===== config.mk =====
export PLATFORM = sky130hd
export DESIGN_NAME = seg_scan_driver
export DESIGN_NICKNAME = d
export VERILOG_FILES = /design/src/rtl/seg_pkg.sv /design/src/rtl/seg7_hex_decode.sv /design/src/rtl/seg_scan_driver.sv
export SDC_FILE = /design/constraint.sdc
export NUM_CORES = 1
export LEC_CHECK = 0
export ABC_AREA = 0
export CAP_MARGIN = 25
export CORE_MARGIN = 2
export CORE_UTILIZATION = 41
export CTS_CLUSTER_SIZE = 20
export DETAILED_ROUTE_END_ITERATION = 8
export PLACE_DENSITY_LB_ADDON = 0.15
export SLEW_MARGIN = 20
export SYNTH_ARGS = -nofsm -noshare
export SYNTH_HDL_FRONTEND = slang
export SYNTH_HIERARCHICAL = 1
export SYNTH_SLANG_ARGS = --single-unit

===== constraint.sdc =====
create_clock -name clk -period 5 [get_ports clk]
set_input_delay 1 -clock clk [delete_from_list [all_inputs] [get_ports clk]]
set_output_delay 1 -clock clk [all_outputs]
set_load 0.05 [all_outputs]

===== src/rtl/seg_pkg.sv =====
// Shared constants for the 7-segment display path.
// Segment order is {g,f,e,d,c,b,a}; all levels active-high.
package seg_pkg;

    localparam int NUM_DIGITS = 8;
    localparam int DIGIT_W    = 4;
    localparam int SEG_W      = 7;

    localparam logic [SEG_W-1:0] SEG_BLANK = '0;

    // Entry 15 first: HEX_SEG[n] is the glyph for hex digit n.
    localparam logic [15:0][SEG_W-1:0] HEX_SEG = {
        7'h71, 7'h79, 7'h5E, 7'h39,
        7'h7C, 7'h77, 7'h6F, 7'h7F,
        7'h07, 7'h7D, 7'h6D, 7'h66,
        7'h4F, 7'h5B, 7'h06, 7'h3F
    };

endpackage


===== src/rtl/seg7_hex_decode.sv =====
// Combinational hex digit to gfedcba segment decoder.
// Active-high segments; polarity is the consumer's concern.
module seg7_hex_decode
    import seg_pkg::*;
(
    input  logic [DIGIT_W-1:0] digit,
    output logic [SEG_W-1:0]   seg
);

    assign seg = HEX_SEG[digit];

endmodule


===== src/rtl/seg_scan_driver.sv =====
// Multiplexed 8-digit 7-segment scan driver with cursor blink.
// Define SEG_SCAN_DP_CURSOR_EN to mark the cursor slot with a steady dp.
module seg_scan_driver
    import seg_pkg::*;
#(
    parameter int SCAN_DIV       = 50000,
    parameter int GUARD          = 4,
    parameter int BLINK_DIV      = 12500000,
    parameter bit SEG_ACTIVE_LOW = 1'b1,
    parameter bit AN_ACTIVE_LOW  = 1'b1
) (
    input  logic               clk,
    input  logic               rst_n,
    input  logic [DIGIT_W-1:0] digit1,
    input  logic [DIGIT_W-1:0] digit2,
    input  logic [DIGIT_W-1:0] digit3,
    input  logic [DIGIT_W-1:0] digit4,
    input  logic [DIGIT_W-1:0] digit5,
    input  logic [DIGIT_W-1:0] digit6,
    input  logic [DIGIT_W-1:0] digit7,
    input  logic [DIGIT_W-1:0] digit8,
    input  logic [2:0]         position_pointer,
    input  logic               cursor_en,
    output logic [SEG_W-1:0]   seg,
    output logic               dp,
    output logic [NUM_DIGITS-1:0] an
);

    localparam int SW = (SCAN_DIV > 1) ? $clog2(SCAN_DIV) : 1;
    localparam int BW = (BLINK_DIV > 1) ? $clog2(BLINK_DIV) : 1;
    localparam int IW = $clog2(NUM_DIGITS);

    localparam logic [SW-1:0] SCAN_LAST  = SW'(SCAN_DIV - 1);
    localparam logic [SW-1:0] GUARD_END  = SW'(GUARD);
    localparam logic [BW-1:0] BLINK_LAST = BW'(BLINK_DIV - 1);

    localparam logic [SEG_W-1:0]      SEG_INV = {SEG_W{SEG_ACTIVE_LOW}};
    localparam logic [NUM_DIGITS-1:0] AN_INV  = {NUM_DIGITS{AN_ACTIVE_LOW}};

    logic [SW-1:0] scan_cnt;
    logic [IW-1:0] idx;
    logic [BW-1:0] blink_cnt;
    logic          blink_on;

    logic [NUM_DIGITS-1:0][DIGIT_W-1:0] digits_in;
    logic [NUM_DIGITS-1:0][DIGIT_W-1:0] sh_digit;
    logic [IW-1:0]                      sh_ptr;
    logic                               sh_cursor;

    logic                  scan_wrap;
    logic                  in_guard;
    logic                  frame_start;
    logic                  on_cursor;
    logic [SEG_W-1:0]      dec_seg;
    logic [SEG_W-1:0]      seg_nxt;
    logic [NUM_DIGITS-1:0] an_nxt;
    logic                  dp_nxt;

    assign digits_in = {digit8, digit7, digit6, digit5,
                        digit4, digit3, digit2, digit1};

    assign scan_wrap   = (scan_cnt == SCAN_LAST);
    assign in_guard    = (scan_cnt < GUARD_END);
    assign frame_start = (scan_cnt == '0) && (idx == '0);
    assign on_cursor   = (idx == sh_ptr);

    seg7_hex_decode u_dec (
        .digit (sh_digit[idx]),
        .seg   (dec_seg)
    );

    always_ff @(posedge clk or negedge rst_n) begin
        if (!rst_n) begin
            scan_cnt <= '0;
            idx      <= '0;
        end else if (scan_wrap) begin
            scan_cnt <= '0;
            idx      <= idx + IW'(1);
        end else begin
            scan_cnt <= scan_cnt + SW'(1);
        end
    end

    // Blink is free-running so the cursor phase never depends on scan timing.
    always_ff @(posedge clk or negedge rst_n) begin
        if (!rst_n) begin
            blink_cnt <= '0;
            blink_on  <= 1'b1;
        end else if (blink_cnt == BLINK_LAST) begin
            blink_cnt <= '0;
            blink_on  <= ~blink_on;
        end else begin
            blink_cnt <= blink_cnt + BW'(1);
        end
    end

    always_ff @(posedge clk or negedge rst_n) begin
        if (!rst_n) begin
            sh_digit  <= '0;
            sh_ptr    <= '0;
            sh_cursor <= 1'b0;
        end else if (frame_start) begin
            sh_digit  <= digits_in;
            sh_ptr    <= position_pointer;
            sh_cursor <= cursor_en;
        end
    end

    always_comb begin
        an_nxt  = '0;
        seg_nxt = SEG_BLANK;
        dp_nxt  = 1'b0;
        if (!in_guard) begin
            an_nxt[idx] = 1'b1;
            if (sh_cursor && on_cursor && !blink_on) begin
                seg_nxt = SEG_BLANK;
            end else begin
                seg_nxt = dec_seg;
            end
`ifdef SEG_SCAN_DP_CURSOR_EN
            dp_nxt = sh_cursor && on_cursor;
`endif
        end
    end

    always_ff @(posedge clk or negedge rst_n) begin
        if (!rst_n) begin
            an  <= AN_INV;
            seg <= SEG_INV;
            dp  <= SEG_ACTIVE_LOW;
        end else begin
            an  <= an_nxt ^ AN_INV;
            seg <= seg_nxt ^ SEG_INV;
            dp  <= dp_nxt ^ SEG_ACTIVE_LOW;
        end
    end

endmodule


* Yosys cells after proc, flatten, opt, wreduce, memory -nomap -nowiden *
Memories as Yosys holds them, arrays and structs flattened.
Cells that the tools add are included.

cells by class
  add/subtract/negate cells = 3
  magnitude comparators = 4
  eq/ne operators = 3
  muxes and demuxes = 10
  bitwise logic cells = 3
  reduce and logical (&&, ||, !) cells = 7

operators by type and width
  kind                                                  number
  adder 24 x 1 -> 24 bit (second input constant)        1
  equality test 24 bit (second input constant)          1
  two-way mux 24 bit                                    1
  two-way mux 7 bit                                     3
  adder 16 x 1 -> 16 bit (second input constant)        1
  equality test 16 bit (second input constant)          1
  zero test 16 bit                                      1
  < comparator 16 x 3 -> 1 bit (second input constant)  1
  two-way mux 16 bit                                    1
  binary-select mux 4 bit (select 3 bit)                1
  two-way mux 8 bit                                     1
  inverter 8 bit                                        1
  inverter 7 bit                                        1
  < comparator 4 x 5 -> 1 bit (second input constant)   1
  logical AND 1 bit                                     4
  < comparator 3 x 4 -> 1 bit (second input constant)   1
  two-way mux 4 bit                                     1
  adder 3 x 1 -> 3 bit (second input constant)          1
  demux 1 bit (select 3 bit)                            1
  equality test 3 bit                                   1
  >= comparator 3 x 1 -> 1 bit (second input constant)  1
  zero test 3 bit                                       1
  zero test 1 bit                                       1
  two-way mux 1 bit                                     1
  inverter 1 bit                                        1

word-level totals
  register bits = 95
  ROM bits = 112
  input bits = 38
  output and inout bits = 16
  logic and storage cells = 47
  memories kept = 1

memories
  memory            depth  bits a word  rd ports  clocked after Yosys merged registers in  wr ports  line                   RTL
  (name not given)  16     7            1         0                                        0         seg7_hex_decode.sv:10  assign seg = HEX_SEG[digit];

* Logic depth before layout (Yosys ltp) *
Gate-level depths: netlist of the first run.

  word-level depth = 7
  depth in mapped cells = 10
  gate-level depth less buffers = 8

* By module *
The synthesis of the first run kept the hierarchy.

by module, submodules not included
  module           instances  cells each  area an instance (um^2)  sequential area each (um^2)
  seg_scan_driver  1          352         4315.4                   2397.3
  seg7_hex_decode  1          33          290.3                    0.0

* Worst setup path before layout of the first run *
OpenSTA, ideal clock, no wires.

  kind = register -> register
  start point = register idx[2]
  end point = register seg[3]
  library setup time = 0.062 ns
  data arrival time = 2.315 ns
  data required time = 4.938 ns
  setup slack = 2.623 ns
  cell stages (with the launch flop) = 11
  path buffers = 2
  period minus slack after synthesis = 2.377 ns
  path through = dfrtp_1 clkbuf_1 buf_1 mux4_2 nand2_1 nand2_1 inv_1 ha_1 inv_1 mux4_1 nand2_1

on the way
  word-level cells in the longest chain between the ends = 7
  elaborated cells on any way between the ends = 10
  classes of those cells = eq/ne (1); mux (5); bitwise (1); reduce/logical (2); memory (1)

RTL lines
  what                                     line                    RTL
  start: declaration                       seg_scan_driver.sv:41   logic [IW-1:0] idx;
  start signal: assignment                 seg_scan_driver.sv:78   idx <= idx + IW'(1);
  binary-select mux 4 bit (select 3 bit)   seg_scan_driver.sv:68   .digit (sh_digit[idx]),
  two-way mux 4 bit (not written as such)  seg_scan_driver.sv:68
  memory (16 x 7 bit)                      n/a
  two-way mux 7 bit (not written as such)  seg7_hex_decode.sv:10
  via dec_seg[3]                           seg_scan_driver.sv:54   logic [SEG_W-1:0] dec_seg;
  two-way mux 7 bit                        seg_scan_driver.sv:115  if (sh_cursor && on_cursor && !blink_on) begin
  two-way mux 7 bit                        seg_scan_driver.sv:113  if (!in_guard) begin
  inverter 7 bit (no line)                 n/a
  end signal: assignment                   seg_scan_driver.sv:133  seg <= seg_nxt ^ SEG_INV;
  end: declaration                         seg_scan_driver.sv:24   output logic [SEG_W-1:0] seg,

The timed path passes the listed nets, and every way through them passes these cells. The select of a mux whose other input is x is not followed.
A chain may end at the register's enable or synchronous reset.

* Final worst setup path of the first run *
  start point = register an[2]
  end point = output port an[2]

RTL lines
  what                      line                    RTL
  start: declaration        seg_scan_driver.sv:26   output logic [NUM_DIGITS-1:0] an
  start signal: assignment  seg_scan_driver.sv:132  an <= an_nxt ^ AN_INV;

No word-level cell between the ends.

==> results.md, run 1 <==
* Worst path buffer plus inverter count at 1
* Post-CTS setup buffers at 0
* Skew final at 0.0103 ns
* # IOs at 54
* Metal2 WL at 4340 um
* Post-synthesis cell area at between 4000 and 5000 sq um
* Post-DP Area at between 5000 and 6000 sq um
* Synth top cells by count: dfrtp_1, mux2_2, nand2_1
* CTS max path bufs at 2
* Share of the synthesized area in the top cell type at 0.429
* Crit Path Max Fanout at 1
* Post-layout util at 0.498
* Top sig layer: met4
* Number of synthesis warnings at 6
* DRC errors left at 0
* Total number of vias at just over 3000
* Routed length per placed instance at between 15 and 20 um
* Crit. End Element: primary output
* Unique masters post-synth at around 50
* RD Place Congestion at 0.797
* Peak Freq at 371 MHz
* Clock share of power at 0.355
* Clk Latency, worst-skew pair at between 0.3 and 0.4 ns
* RSZ-0062 raised after global routing: no
* # hold bufs at CTS at 0
* Design Power at roughly 1.4 mW
* R2R Setup Slk at ~2.4 ns
* Pre-Repair DR Iteration Count at 4
* Arrival time worst endpoint at 1.70 ns
* Die Ht at approximately 110 um
* Startpoint Class: flop
* Hold WC Path Type: flop to flop
* Filler instances at about 1000
* Tmin final at around 2.7 ns
* Wirelength, routed at slightly above 9000 um
* Max_cap viols at 0
* Number of port buffers at 52
* Async SR Flop Fraction at 1.00
* Cell taking the most area after synthesis: dfrtp_1
* Via/cell ratio at approximately 5.2
* Area contributors post-synth: dfrtp_1, mux2_2, dfstp_2
* Hold WS at about 0.51 ns
* Vias in the first global route at about 3100
* Slew @ Worst Pin at between 0.7 and 0.8 ns
* Num CTS Buffers at 9
* Final worst path period share at 0.540
* EDFF count, synth at 0
* Slowest CP cell: clkdlybuf4s50_1
* Clk sinks at between 90 and 100
* Layout Nets at about 490
* Leakage power at between 2 and 2.5 nW
* Full die area at 12100 sq um
* Clock transition at path regs at 0.09 ns
* Worst vdd ir at 0.115 mV
* Mapped Nets at ~440
* Sw frac at 0.242
* Crit path max-delay family: buffers and inverters
* Core Box Area at ~11000 sq um
* Most frequent cell after synthesis: dfrtp_1
* Sequential area share after synthesis at 0.521
* TNS Setup at 0 ns
* ANT nets after route at 0
* Clock root cell: clkbuf_8
* Cell count after synthesis at 385
* Post-cts resize count at 0
* Seq cells post-synth at between 90 and 100
* GRT Util Overall at 0.164
* Htree depth at 3
* FP Rows at 38
* Initial antenna violation count at 0
* Crit-path cells: clkdlybuf4s50_1
* Detailed Place HPWL at between 6000 and 7000 um
* Ys flop type: dfrtp_1
* Final Non-Filler Cells at just under 600
* Share of layout cells above drive strength 1 at 0.201
* Internal power at roughly 1.1 mW
* Final Max Slew Viols at 0
* Synth-to-Final Area Change at 17.8%
* Sequential share of power at 0.560
* Switching pwr at 0.346 mW
* CTS tree: done
* Final setup vio count at 0
* Inserted Diodes at 0
* Worst Setup Path Type: flop to primary output
* Comb pwr share at 0.085
* WL met3 at around 340 um
* Pin count of the biggest net entering global routing at 58
* CP required at ~4.0 ns
* Initial DRC Count at 196
* Max-slew headroom at 0.526
* Die W at about 110 um
* Gr ovfl total at 0
* Mean Syn Cell Area at ~12 sq um
* Pwr Density at ~260 nW/um^2
* Final hold violations at 0
* Worst slack, placed at between 2 and 2.5 ns
* Final instance area at ~5400 sq um
* First-pass GRT wire length at 15200 um
* Metal1 wirelength at 4230 um
* Initial core utilization at 0.423
* DP Cell Count at 566
* CP max stage delay at 0.80 ns
* Final worst slack at approximately 2.3 ns
* Outcome: complete, no violations
[metal layers]
layer,GRT usage,up-vias
li1,-,1473
met1,0.217,1511
met2,0.265,49
met3,0.0317,13
met4,0.0651,0
met5,0,-
[cell type report]
class / count / area (sq um) / share of cell area
Tap cell: 140 / 175 / 0.0323
Multi-Input combinational cell: 266 / 2080 / 0.384
Clock buffer: 10 / 128 / 0.0235
Timing Repair Buffer: 54 / 533 / 0.0982
Inverter: 11 / 41.3 / 0.00761
Clock inverter: 6 / 68.8 / 0.0127
Sequential cell: 95 / 2400 / 0.442
[sequential cells by signal (all words and copies together) (netlist names)]
name       flops
blink_cnt     24
seg            7
sh_digit      32
scan_cnt      16
blink_on       1
sh_ptr         3
sh_cursor      1
an             8
idx            3
[logic make-up after synthesis]
group / synth area share
adders and majority gates: 0.0326
other: 0.000814
and+or+nand+nor: 0.167
muxes: 0.161
AOI/OAI and AO/OA: 0.0293
buffers and inverters: 0.0274
DFF: 0.521
xor gates and xnor gates: 0.0609
[cells in the final DEF (no fill, tap or decap), drive strengths merged, types with 4 or more instances in the layout]
cell           instances
mux2i                  7
nand4                 14
nor4                   5
inv                   12
and4                   6
nor2                  20
xor2                  18
clkdlybuf4s50         51
nor3                  12
clkbuf                10
nand2                 34
and3                   7
dfrtp                 79
o21ai                  7
mux2                  41
or3                    5
ha                    12
nand3                 20
mux4                   9
xnor2                 14
a21oi                  7
dfstp                 16
nor2b                  4
[power groups by stage]
stage | Clock (mW) | Sequential [mW] | Combinational [mW]
5_1_grt | 0.564 | 0.805 | 0.134
6_report | 0.509 | 0.803 | 0.122
3_5_place_dp | 0 | 0.818 | 0.124
3_3_place_gp | 0 | 0.817 | 0.123
2_1_floorplan | 0 | 0.835 | 0.0421
4_1_cts | 0.523 | 0.803 | 0.125
[path summary, 6_finish.rpt]
| check | from | to | cells after the start |
|---|---|---|---|
| hold reg to reg | scan_cnt[0] | scan_cnt[0] | 1 |
| min in group asynchronous | rst_n | sh_digit[23] | 1 |
| max in group asynchronous | rst_n | blink_on | 2 |
| hold / removal | scan_cnt[0] | scan_cnt[0] | 1 |
| setup / recovery | an[2] | an[2] | 1 |
| setup reg to reg | idx[0] | seg[3] | 8 |
Power figures use the tool's default switching activity.
==> run 2, diff against run 1 <==
Clock period 5 ns to 2.45 ns, I/O delays scaled along.
==> results.md, run 2 (same netlist as run 1, synthesis figures left out) <==
* Die Ht at ~110 um
* Skew final at between 0.005 and 0.006 ns
* Hold WC Path Type: primary input to async pin
* Total number of vias at just over 3000
* ANT nets after route at 0
* Worst slack, placed at around 0.12 ns
* Crit Path Max Fanout at 6
* RSZ-0062 raised after global routing: no
* Num CTS Buffers at 9
* Reg2Reg Depth at 8
* Filler instances at roughly 1000
* Clock root cell: clkbuf_8
* Startpoint Class: flop
* Most flops, register: sh_digit
* Switching pwr at 0.702 mW
* Vias in the first global route at between 3000 and 4000
* Clock transition at path regs at about 0.090 ns
* Slowest CP cell: mux4_2
* Layout Nets at just under 500
* Final hold violations at 0
* Pre-Repair DR Iteration Count at 4
* Number of port buffers at between 50 and 60
* DRC errors left at 0
* Pwr Density at approximately 520 nW/um^2
* Reg2reg end: seg[3]
* First-pass GRT wire length at 14800 um
* RD Place Congestion at about 0.84
* Tmin final at around 2.2 ns
* Biggest registers after layout: sh_digit: 32 flops, blink_cnt: 24 flops, scan_cnt: 16 flops
* Max_cap viols at 0
* Most numerous cell on the critical path: nand2_1
* Share of layout cells above drive strength 1 at 0.215
* Clk Latency, worst-skew pair at 0.37 ns
* Core Box Area at approximately 11000 sq um
* Outcome: complete, no violations
* Comb pwr share at 0.088
* CTS tree: done
* Synth-to-Final Area Change at 18.9%
* Wirelength, routed at 8990 um
* Crit. End Element: flop
* Final Max Slew Viols at 0
* Final setup vio count at 0
* Post-cts resize count at 0
* Final worst path period share at 0.913
* Gr ovfl total at 0
* Slew @ Worst Pin at a little over 0.5 ns
* Clock share of power at 0.337
* Initial antenna violation count at 0
* Detailed Place HPWL at approximately 6500 um
* GRT Util Overall at 0.162
* Arrival time worst endpoint at 2.55 ns
* Commonest non-fill, non-tap cell in the layout: dfrtp_1
* R2R Setup Slk at 0.21 ns
* TNS Setup at 0 ns
* Largest register FFs at 32
* Initial core utilization at 0.423
* CP required at around 2.8 ns
* Routed length per placed instance at 15.3 um
* Final worst slack at between 0.2 and 0.25 ns
* Die W at approximately 110 um
* DP Cell Count at roughly 570
* Register area at around 2400 sq um
* Worst Setup Path Type: flop to flop
* Final instance area at 5470 sq um
* Crit path launch: idx[0]
* Htree depth at 3
* Via/cell ratio at about 5.2
* # hold bufs at CTS at 0
* Crit-path cells: mux4_2 > nand2_1 > nand2_1 > inv_1 > ha_1 > inv_1 > mux4_1 > nand2_1
* Reg2reg start: idx[0]
* Inserted Diodes at 0
* CP max stage delay at roughly 0.5 ns
* Design Power at 2.85 mW
* Final Non-Filler Cells at 587
* Worst vdd ir at about 0.25 mV
* Clk sinks at 95
* Most frequent cells in the layout: dfrtp_1, clkdlybuf4s50_1, mux2_2
* Post-CTS setup buffers at 0
* FP Rows at 38
* Sequential share of power at 0.575
* Peak Freq at 447 MHz
* Internal power at about 2.1 mW
* Pin count of the biggest net entering global routing at 64
* Sw frac at 0.247
* Full die area at approximately 12000 sq um
* # IOs at 54
* Post-DP Area at about 5300 sq um
* CTS max path bufs at 2
* Area occupied by multi-input gates at 2080 sq um
* Max-slew headroom at 0.662
* Initial DRC Count at between 100 and 150
* Leakage power at 2.29 nW
run 2: worst max path at each step:
stage              to  slack, ns
6_report       seg[3]       0.21
5_1_grt        seg[3]       0.03
4_1_cts        seg[3]        0.1
3_5_place_dp   seg[3]       0.12
3_3_place_gp   seg[3]       0.19
2_1_floorplan  seg[3]       0.07
run 2: layout make-up:
type	count	share of cell area
clock buffer	10	0.0251
clock inverter	6	0.00800
inverter	11	0.00754
multi-input combinational	266	0.380
sequential	95	0.438
tap	140	0.0320
timing repair buffer	59	0.109
run 2: per-layer routing:
layer	global-route usage	wire [um]	vias to the layer above
met3	0.0306	416	11
li1	-	-	1480
met5	0	0	-
met1	0.218	4210	1516
met4	0.0732	159	0
met2	0.254	4200	62
run 2: through the flow:
| step | utilization | hold slack (ns) |
|---|---|---|
| 6_report | 0.503 | 0.0529 |
| 5_1_grt | 0.503 | 0.0723 |
| 4_1_cts | 0.503 | 0.0464 |
| 3_5_place_dp | 0.486 | 0.460 |
| 3_3_place_gp | 0.486 | 0.462 |
| 2_1_floorplan | - | 0.194 |
run 2: worst max-delay path: cells and delay by family (launching register included):
family / cells / cell delay, ns
muxes: 2 / 0.98
DFF: 1 / 0.47
and+or+nand+nor: 3 / 0.28
adders and majority gates: 1 / 0.25
buffers and inverters: 2 / 0.21
run 2: power groups by stage:
stage | clock network (mW) | logic (mW) | registers (mW)
2_1_floorplan | 0 | 0.0860 | 1.70
3_3_place_gp | 0 | 0.251 | 1.67
3_5_place_dp | 0 | 0.255 | 1.67
4_1_cts | 1.01 | 0.256 | 1.64
5_1_grt | 1.08 | 0.273 | 1.64
6_report | 0.959 | 0.252 | 1.64
==> run 3, diff against run 2 <==
Settings changed: CORE_ASPECT_RATIO set to 1.5.
==> results.md, run 3 (same netlist as run 1, synthesis figures left out) <==
* Outcome: complete, no violations
* CTS tree: done
* ANT nets after route at 0
* Leakage power at roughly 2.4 nW
* Clock root cell: clkbuf_16
* Clock transition at path regs at around 0.07 ns
* Reg2Reg Depth at 5
* Num CTS Buffers at 9
* Register area at between 2000 and 2500 sq um
* DRC errors left at 0
* Max-slew headroom at 0.517
* Pin count of the biggest net entering global routing at 61
* Biggest registers after layout: sh_digit: 32 flops, blink_cnt: 24 flops, scan_cnt: 16 flops
* Slowest CP cell: dfrtp_2
* Sw frac at 0.228
* Sequential share of power at 0.496
* Wirelength, routed at between 9000 and 10000 um
* CP max stage delay at ~0.50 ns
* Gr ovfl total at 0
* CP required at ~2.7 ns
* Total number of vias at 3129
* Detailed Place HPWL at 6890 um
* Vias in the first global route at between 3000 and 4000
* Layout Nets at just under 500
* Final hold violations at 0
* Worst Setup Path Type: flop to flop
* TNS Setup at 0 ns
* Reg2reg start: idx[0]
* Hold WS at 0.185 ns
* Final Max Slew Viols at 0
* Initial antenna violation count at 0
* Inserted Diodes at 0
* Filler instances at around 1000
* Number of port buffers at 52
* Reg2reg end: seg[3]
* Max_cap viols at 0
* Die Ht at 134 um
* Comb pwr share at 0.077
* Pwr Density at slightly below 600 nW/um^2
* Clock share of power at 0.427
* Area occupied by multi-input gates at about 2100 sq um
* RSZ-0062 raised after global routing: no
* Crit-path cells: buf_4 > mux4_2 > mux2_2 > mux4_1 > nand2_1
* Crit. End Element: flop
* Synth-to-Final Area Change at 22.1%
* Worst vdd ir at between 0.3 and 0.4 mV
* Core Box Area at around 11000 sq um
* CTS max path bufs at 2
* Share of layout cells above drive strength 1 at 0.222
* Skew final at a little under 0.01 ns
* Commonest non-fill, non-tap cell in the layout: dfrtp_1
* Clk sinks at 95
* Htree depth at 3
* # hold bufs at CTS at 0
* Most frequent cells in the layout: dfrtp_1, clkdlybuf4s50_1, mux2_2
* Arrival time worst endpoint at ~2.5 ns
* RD Place Congestion at 0.861
* Die W at 90.5 um
* Worst path buffer plus inverter count at 1
* Switching pwr at 0.752 mW
* Crit Path Max Fanout at 14
* First-pass GRT wire length at approximately 16000 um
* Largest register FFs at 32
* Routed length per placed instance at 15.5 um
* Most flops, register: sh_digit
* Via/cell ratio at roughly 5.2
* FP Rows at 47
* Tmin final at roughly 2.2 ns
* GRT Util Overall at 0.163
* Initial core utilization at 0.419
* Post-CTS setup buffers at 0
* Peak Freq at roughly 450 MHz
* # IOs at 54
* Crit path max-delay family: multiplexers
* R2R Setup Slk at 0.24 ns
* Initial DRC Count at 89
* Internal power at roughly 2.5 mW
* Final setup vio count at 0
* Clk Latency, worst-skew pair at roughly 0.34 ns
* Hold WC Path Type: primary input to async pin
* Slew @ Worst Pin at 0.724 ns
* Full die area at about 12000 sq um
* Pre-Repair DR Iteration Count at 4
* Final worst path period share at 0.900
* Startpoint Class: flop
==> run 3: cell types whose count changed in the layout (fill, tap and decap cells not counted), sizes merged <==
cell and delta:
clkinvlp +1, clkbuf -1, buf +4, bufinv +1
clkinv -1
==> run 3: metrics by stage <==
step / area, sq um / power, mW / std cells / utilization / setup WS, ns
2_1_floorplan: 4610 / 1.79 / 385 / - / 0.0726
3_3_place_gp: 5320 / 1.92 / 582 / 0.484 / 0.136
3_5_place_dp: 5320 / 1.92 / 582 / 0.484 / 0.0846
4_1_cts: 5620 / 3.35 / 598 / 0.511 / 0.0663
5_1_grt: 5620 / 3.44 / 598 / 0.511 / 0.0795
6_report: 5620 / 3.30 / 598 / 0.511 / 0.244
==> run 3: routing by layer <==
| metal | GRT usage | vias up | wire length [um] |
|---|---|---|---|
| met5 | 0 | - | 0 |
| met1 | 0.181 | 1557 | 3610 |
| met3 | 0.0427 | 15 | 376 |
| met4 | 0.0547 | 0 | 146 |
| li1 | - | 1491 | - |
| met2 | 0.300 | 66 | 5120 |
==> run 3: worst max path at each step <==
stage                 from     end  slack [ns]  depth (start not counted)
floorplan           idx[2]  seg[3]        0.07                         10
global placement    idx[0]  seg[3]        0.14                          5
detailed placement  idx[0]  seg[6]        0.08                          6
CTS                 idx[0]  seg[6]        0.07                          6
global route        idx[0]  seg[6]        0.08                          6
finish              idx[0]  seg[3]        0.24                          5
==> run 3: layout make-up <==
type	instances	area share
Sequential cell	95	0.426
Multi-Input combinational cell	266	0.370
Timing Repair Buffer	63	0.109
Clock buffer	9	0.0400
Tap cell	147	0.0327
Clock inverter	7	0.0142
Inverter	11	0.00734
==> run 3: what timing repair did <==
action                                  4_1_cts  5_1_grt
endpoints found under the hold margin         0        0
endpoints found under the setup margin        0        4
gates resized for setup                       0        1
==> run 3: power by group through the flow <==
stage	Sequential, mW	Clock (mW)	Combinational [mW]
after CTS	1.64	1.46	0.258
after global placement	1.67	0	0.253
final	1.64	1.41	0.253
after detailed placement	1.67	0	0.257
after global routing	1.64	1.53	0.274
after floorplan	1.70	0	0.0860
==> run 3: worst register-to-register path, delay by kind of cell (launching register included) <==
family / cells / cell delay, ns
buffers and inverters: 1 / 0.21
DFF: 1 / 0.50
muxes: 3 / 1.37
and+or+nand+nor: 1 / 0.07
